<file path="src/rtl/tohost_mailbox_pkg.sv">
// Shared definitions for the tohost/fromhost mailbox: register map, status
// bit positions, handshake states and the byte-enable expansion helper.
package tohost_mailbox_pkg;

    localparam logic [4:0] ADDR_TOHOST   = 5'h00;
    localparam logic [4:0] ADDR_FROMHOST = 5'h08;
    localparam logic [4:0] ADDR_STATUS   = 5'h10;

    localparam int ST_TOHOST_VALID  = 0;
    localparam int ST_FROMHOST_FULL = 1;
    localparam int ST_TIMEOUT       = 2;
    localparam int ST_EXIT_VALID    = 3;

    typedef enum logic {
        IDLE,
        PENDING
    } state_t;

    function automatic logic [63:0] expand_wmask(input logic [7:0] wmask);
        logic [63:0] m;
        m = '0;
        for (int i = 0; i < 8; i++) begin
            m[i*8 +: 8] = {8{wmask[i]}};
        end
        return m;
    endfunction

endpackage

</file>
<file path="src/rtl/tohost_mailbox_if.sv">
// Single-outstanding MMIO request/response bus between the core crossbar
// (master) and a 64-bit register endpoint (slave).
interface tohost_mailbox_if;
    logic        req_valid;
    logic        req_ready;
    logic        req_write;
    logic [4:0]  req_addr;
    logic [63:0] req_wdata;
    logic [7:0]  req_wmask;
    logic        resp_valid;
    logic [63:0] resp_rdata;
    logic        resp_err;

    modport master (
        output req_valid, req_write, req_addr, req_wdata, req_wmask,
        input  req_ready, resp_valid, resp_rdata, resp_err
    );

    modport slave (
        input  req_valid, req_write, req_addr, req_wdata, req_wmask,
        output req_ready, resp_valid, resp_rdata, resp_err
    );
endinterface

</file>
<file path="src/rtl/tohost_mailbox_watchdog.sv">
// Saturating pending-cycle counter with a sticky, write-1-to-clear flag;
// the flag rises once the counter has spent TIMEOUT cycles running.
module mailbox_watchdog #(
    parameter int TIMEOUT = 50000,
    parameter int CNT_W   = 32
) (
    input  logic clock,
    input  logic reset_n,
    input  logic run,
    input  logic restart,
    input  logic clear,
    output logic flag
);
    localparam bit              ENABLE = (TIMEOUT != 0);
    localparam logic [CNT_W-1:0] LIMIT = (TIMEOUT == 0) ? '0 : CNT_W'(TIMEOUT - 1);

    logic [CNT_W-1:0] count_reg, count_next;
    logic             flag_reg, flag_next;
    logic             hit;

    // Equality (not >=) so a cleared flag stays clear while the same stall persists.
    assign hit = ENABLE && run && (count_reg == LIMIT);

    always_comb begin
        count_next = count_reg;
        flag_next  = flag_reg;
        if (!run || restart) begin
            count_next = '0;
        end else if (count_reg != '1) begin
            count_next = count_reg + CNT_W'(1);
        end
        if (clear) flag_next = 1'b0;
        // A fresh expiry outranks a simultaneous clear so the event is not lost.
        if (hit) flag_next = 1'b1;
    end

    always_ff @(posedge clock or negedge reset_n) begin
        if (!reset_n) begin
            count_reg <= '0;
            flag_reg  <= 1'b0;
        end else begin
            count_reg <= count_next;
            flag_reg  <= flag_next;
        end
    end

    assign flag = flag_reg;
endmodule

</file>
<file path="src/rtl/tohost_mailbox.sv">
// HTIF-style tohost/fromhost mailbox on a 64-bit MMIO slave port, with a
// sticky exit flag and a watchdog on the tohost pending handshake.
module tohost_mailbox
    import tohost_mailbox_pkg::*;
#(
    parameter int TIMEOUT = 50000,
    parameter int CNT_W   = 32
) (
    input  logic                    clock,
    input  logic                    reset_n,
    tohost_mailbox_if.slave         bus,
    output logic [63:0]             tohost,
    output logic                    tohost_valid,
    input  logic                    host_ack,
    input  logic                    fromhost_valid,
    output logic                    fromhost_ready,
    input  logic [63:0]             fromhost_data,
    output logic                    exit_valid,
    output logic [62:0]             exit_code,
    output logic                    timeout
);
    state_t      state_reg, state_next;
    logic [63:0] tohost_reg, tohost_next;
    logic [63:0] fromhost_reg, fromhost_next;
    logic        exit_valid_reg, exit_valid_next;
    logic [62:0] exit_code_reg, exit_code_next;
    logic        live_reg;
    logic        resp_valid_reg, resp_err_reg;
    logic [63:0] resp_rdata_reg;

    logic        hit_tohost, hit_fromhost, hit_status, addr_ok;
    logic        accept, tohost_stall, timeout_clear;
    logic [63:0] mask, merged_tohost, merged_fromhost, status_word, read_word;

    assign hit_tohost   = (bus.req_addr == ADDR_TOHOST);
    assign hit_fromhost = (bus.req_addr == ADDR_FROMHOST);
    assign hit_status   = (bus.req_addr == ADDR_STATUS);
    assign addr_ok      = hit_tohost || hit_fromhost || hit_status;

    // A second tohost post must wait until the host has consumed the first.
    assign tohost_stall  = (state_reg == PENDING) && bus.req_write && hit_tohost;
    assign bus.req_ready = live_reg && !resp_valid_reg && !tohost_stall;
    assign accept        = bus.req_valid && bus.req_ready;

    assign mask            = expand_wmask(bus.req_wmask);
    assign merged_tohost   = (tohost_reg & ~mask) | (bus.req_wdata & mask);
    assign merged_fromhost = (fromhost_reg & ~mask) | (bus.req_wdata & mask);
    assign timeout_clear   = accept && bus.req_write && hit_status &&
                             mask[ST_TIMEOUT] && bus.req_wdata[ST_TIMEOUT];

    always_comb begin
        status_word = '0;
        status_word[ST_TOHOST_VALID]  = tohost_valid;
        status_word[ST_FROMHOST_FULL] = !fromhost_ready;
        status_word[ST_TIMEOUT]       = timeout;
        status_word[ST_EXIT_VALID]    = exit_valid_reg;
    end

    always_comb begin
        read_word = '0;
        if (hit_tohost)        read_word = tohost_reg;
        else if (hit_fromhost) read_word = fromhost_reg;
        else if (hit_status)   read_word = status_word;
    end

    always_comb begin
        state_next      = state_reg;
        tohost_next     = tohost_reg;
        fromhost_next   = fromhost_reg;
        exit_valid_next = exit_valid_reg;
        exit_code_next  = exit_code_reg;
        case (state_reg)
            IDLE: begin
                if (accept && bus.req_write && hit_tohost) begin
                    tohost_next = merged_tohost;
                    if (merged_tohost != '0) state_next = PENDING;
                    if (merged_tohost[0]) begin
                        exit_valid_next = 1'b1;
                        exit_code_next  = merged_tohost[63:1];
                    end
                end
            end
            PENDING: begin
                if (host_ack) begin
                    tohost_next = '0;
                    state_next  = IDLE;
                end
            end
            default: state_next = IDLE;
        endcase
        // Core writes win; a colliding host load is dropped and retried.
        if (accept && bus.req_write && hit_fromhost) begin
            fromhost_next = merged_fromhost;
        end else if (fromhost_valid && fromhost_ready) begin
            fromhost_next = fromhost_data;
        end
    end

    always_ff @(posedge clock or negedge reset_n) begin
        if (!reset_n) begin
            state_reg      <= IDLE;
            tohost_reg     <= '0;
            fromhost_reg   <= '0;
            exit_valid_reg <= 1'b0;
            exit_code_reg  <= '0;
            live_reg       <= 1'b0;
            resp_valid_reg <= 1'b0;
            resp_err_reg   <= 1'b0;
            resp_rdata_reg <= '0;
        end else begin
            state_reg      <= state_next;
            tohost_reg     <= tohost_next;
            fromhost_reg   <= fromhost_next;
            exit_valid_reg <= exit_valid_next;
            exit_code_reg  <= exit_code_next;
            live_reg       <= 1'b1;
            resp_valid_reg <= accept;
            resp_err_reg   <= accept && !addr_ok;
            resp_rdata_reg <= (accept && !bus.req_write && addr_ok) ? read_word : '0;
        end
    end

    mailbox_watchdog #(
        .TIMEOUT (TIMEOUT),
        .CNT_W   (CNT_W)
    ) u_watchdog (
        .clock   (clock),
        .reset_n (reset_n),
        .run     (state_reg == PENDING),
        .restart (host_ack),
        .clear   (timeout_clear),
        .flag    (timeout)
    );

    assign bus.resp_valid = resp_valid_reg;
    assign bus.resp_rdata = resp_rdata_reg;
    assign bus.resp_err   = resp_err_reg;
    assign tohost         = tohost_reg;
    assign tohost_valid   = (state_reg == PENDING);
    assign fromhost_ready = (fromhost_reg == '0);
    assign exit_valid     = exit_valid_reg;
    assign exit_code      = exit_code_reg;
endmodule

</file>
<file path="src/flat_wrapper.sv">
// flat-port wrapper written by rule: the top's interface ports become plain ports
module tohost_mailbox_flat import tohost_mailbox_pkg::*;
#(
    parameter int TIMEOUT = 50000,
    parameter int CNT_W   = 32
)
  (clock, reset_n, tohost, tohost_valid, host_ack, fromhost_valid, fromhost_ready, fromhost_data, exit_valid, exit_code, timeout, bus_req_valid, bus_req_write, bus_req_addr, bus_req_wdata, bus_req_wmask, bus_req_ready, bus_resp_valid, bus_resp_rdata, bus_resp_err);
  tohost_mailbox_if bus_i ();
  input  logic clock;
  input  logic reset_n;
  output logic [63:0] tohost;
  output logic tohost_valid;
  input  logic host_ack;
  input  logic fromhost_valid;
  output logic fromhost_ready;
  input  logic [63:0] fromhost_data;
  output logic exit_valid;
  output logic [62:0] exit_code;
  output logic timeout;
  input wire logic [$bits(bus_i.req_valid)-1:0] bus_req_valid;
  input wire logic [$bits(bus_i.req_write)-1:0] bus_req_write;
  input wire logic [$bits(bus_i.req_addr)-1:0] bus_req_addr;
  input wire logic [$bits(bus_i.req_wdata)-1:0] bus_req_wdata;
  input wire logic [$bits(bus_i.req_wmask)-1:0] bus_req_wmask;
  output wire logic [$bits(bus_i.req_ready)-1:0] bus_req_ready;
  output wire logic [$bits(bus_i.resp_valid)-1:0] bus_resp_valid;
  output wire logic [$bits(bus_i.resp_rdata)-1:0] bus_resp_rdata;
  output wire logic [$bits(bus_i.resp_err)-1:0] bus_resp_err;
  assign bus_i.req_valid = bus_req_valid;
  assign bus_i.req_write = bus_req_write;
  assign bus_i.req_addr = bus_req_addr;
  assign bus_i.req_wdata = bus_req_wdata;
  assign bus_i.req_wmask = bus_req_wmask;
  assign bus_req_ready = bus_i.req_ready;
  assign bus_resp_valid = bus_i.resp_valid;
  assign bus_resp_rdata = bus_i.resp_rdata;
  assign bus_resp_err = bus_i.resp_err;
  tohost_mailbox #(.TIMEOUT(TIMEOUT), .CNT_W(CNT_W)) u_core (.clock(clock), .reset_n(reset_n), .bus(bus_i), .tohost(tohost), .tohost_valid(tohost_valid), .host_ack(host_ack), .fromhost_valid(fromhost_valid), .fromhost_ready(fromhost_ready), .fromhost_data(fromhost_data), .exit_valid(exit_valid), .exit_code(exit_code), .timeout(timeout));
endmodule
</file>
<file path="config.mk">
export PLATFORM = sky130hd
export DESIGN_NAME = tohost_mailbox_flat
export DESIGN_NICKNAME = d
export VERILOG_FILES = /design/src/rtl/tohost_mailbox_pkg.sv /design/src/rtl/tohost_mailbox_if.sv /design/src/rtl/tohost_mailbox_watchdog.sv /design/src/rtl/tohost_mailbox.sv /design/src/flat_wrapper.sv
export SDC_FILE = /design/constraint.sdc
export NUM_CORES = 1
export LEC_CHECK = 0
export CORE_MARGIN = 10
export CORE_UTILIZATION = 50
export CTS_CLUSTER_SIZE = 10
export DETAILED_ROUTE_END_ITERATION = 8
export HOLD_SLACK_MARGIN = 0.05
export PLACE_DENSITY_LB_ADDON = 0.3
export SLEW_MARGIN = 10
export SYNTH_ARGS = -nofsm -noshare
export SYNTH_HDL_FRONTEND = slang
export SYNTH_SLANG_ARGS = --single-unit
</file>
<file path="constraint.sdc">
create_clock -name clock -period 3 [get_ports clock]
set_clock_uncertainty 0.2 [all_clocks]
set_input_delay 0.3 -clock clock [delete_from_list [all_inputs] [get_ports clock]]
set_output_delay 0.3 -clock clock [all_outputs]
set_load 0.005 [all_outputs]
</file>
# [Yosys cells after proc, flatten, opt, wreduce, memory -nomap -nowiden]
# Cells that the tools add are included.
[op_classes] add_sub_neg=1 eq_ne=6 muxes=17 bitwise_logic=7 n_reduce_logical=33
[ops] cell="64-bit two-way mux" count=7
[ops] cell="64-bit AND" count=3
[ops] cell="64-bit bitwise OR" count=2
[ops] cell="64-bit case mux with 2 select lines" count=1
[ops] cell="64-bit zero test" count=1
[ops] cell="32-bit two-way mux" count=2
[ops] cell="64-bit NOT" count=1
[ops] cell="64-bit nonzero test" count=1
[ops] cell="32-bit by 1-bit adder with 32-bit output (second input constant)" count=1
[ops] cell="32-bit by 16-bit == test with 1-bit output (second input constant)" count=1
[ops] cell="32-bit != test (second input constant)" count=1
[ops] cell="1-bit logical AND" count=16
[ops] cell="1-bit zero test" count=6
[ops] cell="2-bit nonzero test" count=3
[ops] cell="5-bit by 4-bit == test with 1-bit output (second input constant)" count=1
[ops] cell="5-bit == test (second input constant)" count=1
[ops] cell="5-bit zero test" count=1
[ops] cell="1-bit two-way mux" count=5
[ops] cell="4-bit two-way mux" count=1
[ops] cell="1-bit logical OR" count=3
[ops] cell="3-bit AND reduction" count=1
[ops] cell="2-bit by 1-bit != test with 1-bit output (second input constant)" count=1
[ops] cell="2-bit != test (second input constant)" count=1
[ops] cell="1-bit case mux with 2 select lines" count=1
[ops] cell="2 further kinds" count=2
[word_totals] regBits=293 in_bits=147

# [Logic depth before layout (Yosys ltp)]
[logic_depth] ltp_word=11 ltp_mapped=8

# [Modules after synthesis]
# A second synthesis with hierarchy kept.
[unflattened] hier_cells=1202 area_unflattened_um2=13150.1
[by_module_without_submodules] mod="tohost_mailbox" n_inst=1 cells_per_inst=995 area_per_inst_um2=11288.3 seq_area_each_um2=6506.2
[by_module_without_submodules] mod="mailbox_watchdog" n_inst=1 cells_per_inst=207 area_per_inst_um2=1861.8 seq_area_each_um2=825.8

# [Worst setup path after synthesis]
# No wires, ideal clock.
[synth_timing] path_type="reg2reg" startpoint="register with a tool-made name" endpoint="register with a tool-made name" setup_ns=0.079 arrival_time_ns=1.898 required_ns=2.721 slack_ns=0.822 stages_incl_launch_ff=7 path_buffers=1 period_less_slack_ns=2.178 path_cell_list="dfrtp_1 nor4_1 nand4_1 or4_1 buf_6 o21ai_2 a2bb2oi_1"

==> flow_metrics.tcl <==
set metrics [dict create \
    status "completed" \
    start_util_pct 50.5 \
    crit_family "simple AND/OR/NAND/NOR gates" \
    yosysTopAreaCellShare_pct 54.2 \
    timing.fmax_mhz 353 \
    cpPeakStageDelay_ps 480 \
    synth_seq_cells 293 \
    drv_cap 0 \
    synth_edf_count 0 \
    worst_pin_slew_ps 754 \
    met3_usage_pct 8.43 \
    required_ps 2500 \
    switchingPower_w 0.00224 \
    synth_area_mm2 0.0135 \
    fin_area_mm2 0.0187 \
    die-width_um 185 \
    fp-row-count 60 \
    core_area_mm2 0.0268 \
    die_h_um 185 \
    final_common_cell "clkdlybuf4s50_1" \
    synth_seq_area_share_pct 54.2 \
    synth_fp_nets 1404 \
    hold_path_class "input pin to asynchronous set/reset pin" \
    p_int_w 0.00693 \
    synth_flop_cell "dfrtp_1" \
    setup_viol_count_final 0 \
    ys_async_sr_fraction_pct 100 \
    period_share_pct 94.6 \
    drive_above_1_share_pct 9.47 \
    peakVddDrop_mv 0.417 \
    timing_hold_violations_final 0 \
    drc_errors 0 \
    p_seq_share_pct 47.1 \
    pre_cts_ws_ps 54.4 \
    cts_tree "done" \
    numClockSinks 293 \
    first_iter_violations 1099 \
    crit_chain "nor4_1 > nand4_1 > buf_4 > or4_4 > inv_1 > buf_2" \
    yosys.area.top_type "dfrtp_1" \
    post_cts_buffers 0 \
    clock_latency_ps 520 \
    grt_usage_pct 28.5 \
    clk_pin_slew_ps 60 \
    clkPwrFrac_pct 42.2 \
    p_total_w 0.00917 \
    root_buffer "clkbuf_16" \
    dp_hpwl_mm 36.3 \
    vias 12400 \
    fin_tns_setup_ps 0 \
    power.density_mw_per_mm2 490 \
    io_buffers 344 \
    p_sw_share_pct 24.4 \
    htree_num_levels 2 \
    vias_per_cell 6.26 \
    finalCriticalPeriod_ps 2840 \
    grt_setup_unrepaired "false" \
    layout_common_cells "342 x clkdlybuf4s50_1, 293 x dfrtp_1, 123 x o21ai_0, 96 x nand2_1, 72 x nor2_1" \
    slowest_stage "or4_4" \
    yosys_warnings 0 \
    yosysUniqueCellTypes 59 \
    wire_per_inst_um 25.1 \
    cp_max_fo 3 \
    report.final.slew_viol_count 0 \
    relSlewSlack_pct 49.7 \
    fin_ws_ps 163 \
    grt_pass1_wl_mm 75.6 \
    place_area_mm2 0.0177 \
    path_buf_inv 3 \
    finish.utilization_pct 69.9 \
    end_kind "output port" \
    postSynthAreaPerCell_um2 10.8 \
    antenna_found_initial 5 \
    p_comb_share_pct 10.8 \
    p_leak_nw 7.63 \
    grt_max_degree 92 \
    gp_congestion 0.948 \
    drt-pass1-iter-count 6 \
    syn-instance-count 1256 \
    io_pins 345 \
    startpoint_type "register" \
    fin_nets 1766 \
    num-fill-cells 2011 \
    grt.overflow.total 0 \
    worstPathArrival_ps 2340 \
    synth_area_leaders "dfrtp_1 54%, mux2i_1 5.0%, o21ai_0 4.5%" \
    grtUsageMet2_pct 45.1 \
    met1_usage_pct 35.3 \
    clk_path_buf_depth 3 \
    grt.busiest_layer "met2" \
    critical_path_class "register to output port" \
    area_growth_pct 38.4 \
    grt_pass1_vias 12700 \
    cts-buffers-inserted 36 \
    drtAntennaViolNets 0 \
    drt_wl_total_mm 49.6 \
    die_area_mm2 0.0340 \
]
## per-stage QoR
step	hold WS, ps	instances
final	50.6	1973
after global routing	86.7	1972
after CTS	67.7	1968
after detailed placement	1.87	1920
after global placement	2.28	1920
after floorplan	-196	1256
## routing by layer
layer  vias up  part of all wire, %
met5         -                0.014
met1      6114                   39
met3       134                  9.7
met2       649                   47
li1       5453                    -
met4         2                  4.4
## cell type report
class / instances / area [um2] / share of cell area [%]
tap: 341 / 427 / 2.28
timing repair buffer: 413 / 4090 / 21.8
antenna: 5 / 12.5 / 0.0668
clock inverter: 3 / 26.3 / 0.140
multi-input combinational: 863 / 5830 / 31.1
inverter: 11 / 41.3 / 0.220
sequential: 293 / 7330 / 39.2
clock buffer: 44 / 972 / 5.19
## power by group through the flow
stage	registers, W	logic [W]	clock network (W)
after global routing	0.00433	0.00106	0.00407
final	0.00432	0.000986	0.00387
after detailed placement	0.00437	0.000980	0
after global placement	0.00436	0.000967	0
after CTS	0.00430	0.000990	0.00391
after floorplan	0.00431	0.000346	0
## Yosys cell counts, types with 2 or more instances
cell	count
a22o_1	63
a2bb2oi_1	66
a21oi_1	21
nand3_1	12
clkbuf_1	41
nand2_1	96
a211oi_1	4
nand2b_1	7
and2_1	7
or3_1	11
o311ai_0	2
nor3b_1	5
nor2b_1	3
nand4_1	25
mux2i_1	67
nor4b_1	3
dfrtp_1	293
nor3_1	13
a22oi_1	60
o211ai_1	2
o22ai_1	5
buf_1	7
o21ai_1	22
nor2_1	73
buf_4	2
and3_1	4
nor4_1	26
o21ai_2	10
or4b_2	3
a31oi_1	4
clkbuf_2	8
inv_1	11
o21ai_0	123
o31ai_1	12
buf_2	26
nor4_4	2
xnor2_1	2
o21ai_4	6
nand3b_1	63
or4_1	22
buf_6	5
or4_4	2
## worst reg2reg max path: stages (launching register included)
cell and delay, ps:
dfrtp_1 400, nor4_1 390, nand4_1 160, buf_4 180, or4_4 480, buf_4 250, o21bai_4 210, buf_12 220
a2bb2oi_1 120
## path summary, 6_finish.rpt
check                           depth (start not counted)            startpoint  slack [ps]                               to
min in group clock                                      3      fromhost_data[6]         230                         register
worst min-delay path                                    2               reset_n          50  u_core.u_watchdog.count_reg[12]
max in group asynchronous                               3               reset_n        1680                u_core.tohost[51]
worst max register to register                          8              register         260                         register
worst max-delay path                                    6              register         160                   fromhost_ready
worst min register to register                          2  u_core.exit_code[33]         280             u_core.exit_code[33]
## logic make-up after synthesis
logic type	count (synthesis)	synth area share (%)
AO/OA/AOI/OAI	405	21.1
XOR/XNOR	3	0.194
adder cells (fa/ha/maj)	1	0.0924
buffers and inverters	100	3.42
flip-flops	293	54.2
multiplexers	68	5.04
other	1	0.0277
AND/OR/NAND/NOR	385	16.0
## timing repair
item | CTS | global route
pin swaps | 1 | 1
gates cloned | 0 | 0
setup endpoints to repair | 1 | 1
hold buffers | 1 | 0
resized for setup | 6 | 5
endpoints found under the hold margin | 293 | 0
(Power assumes the default switching activity.)
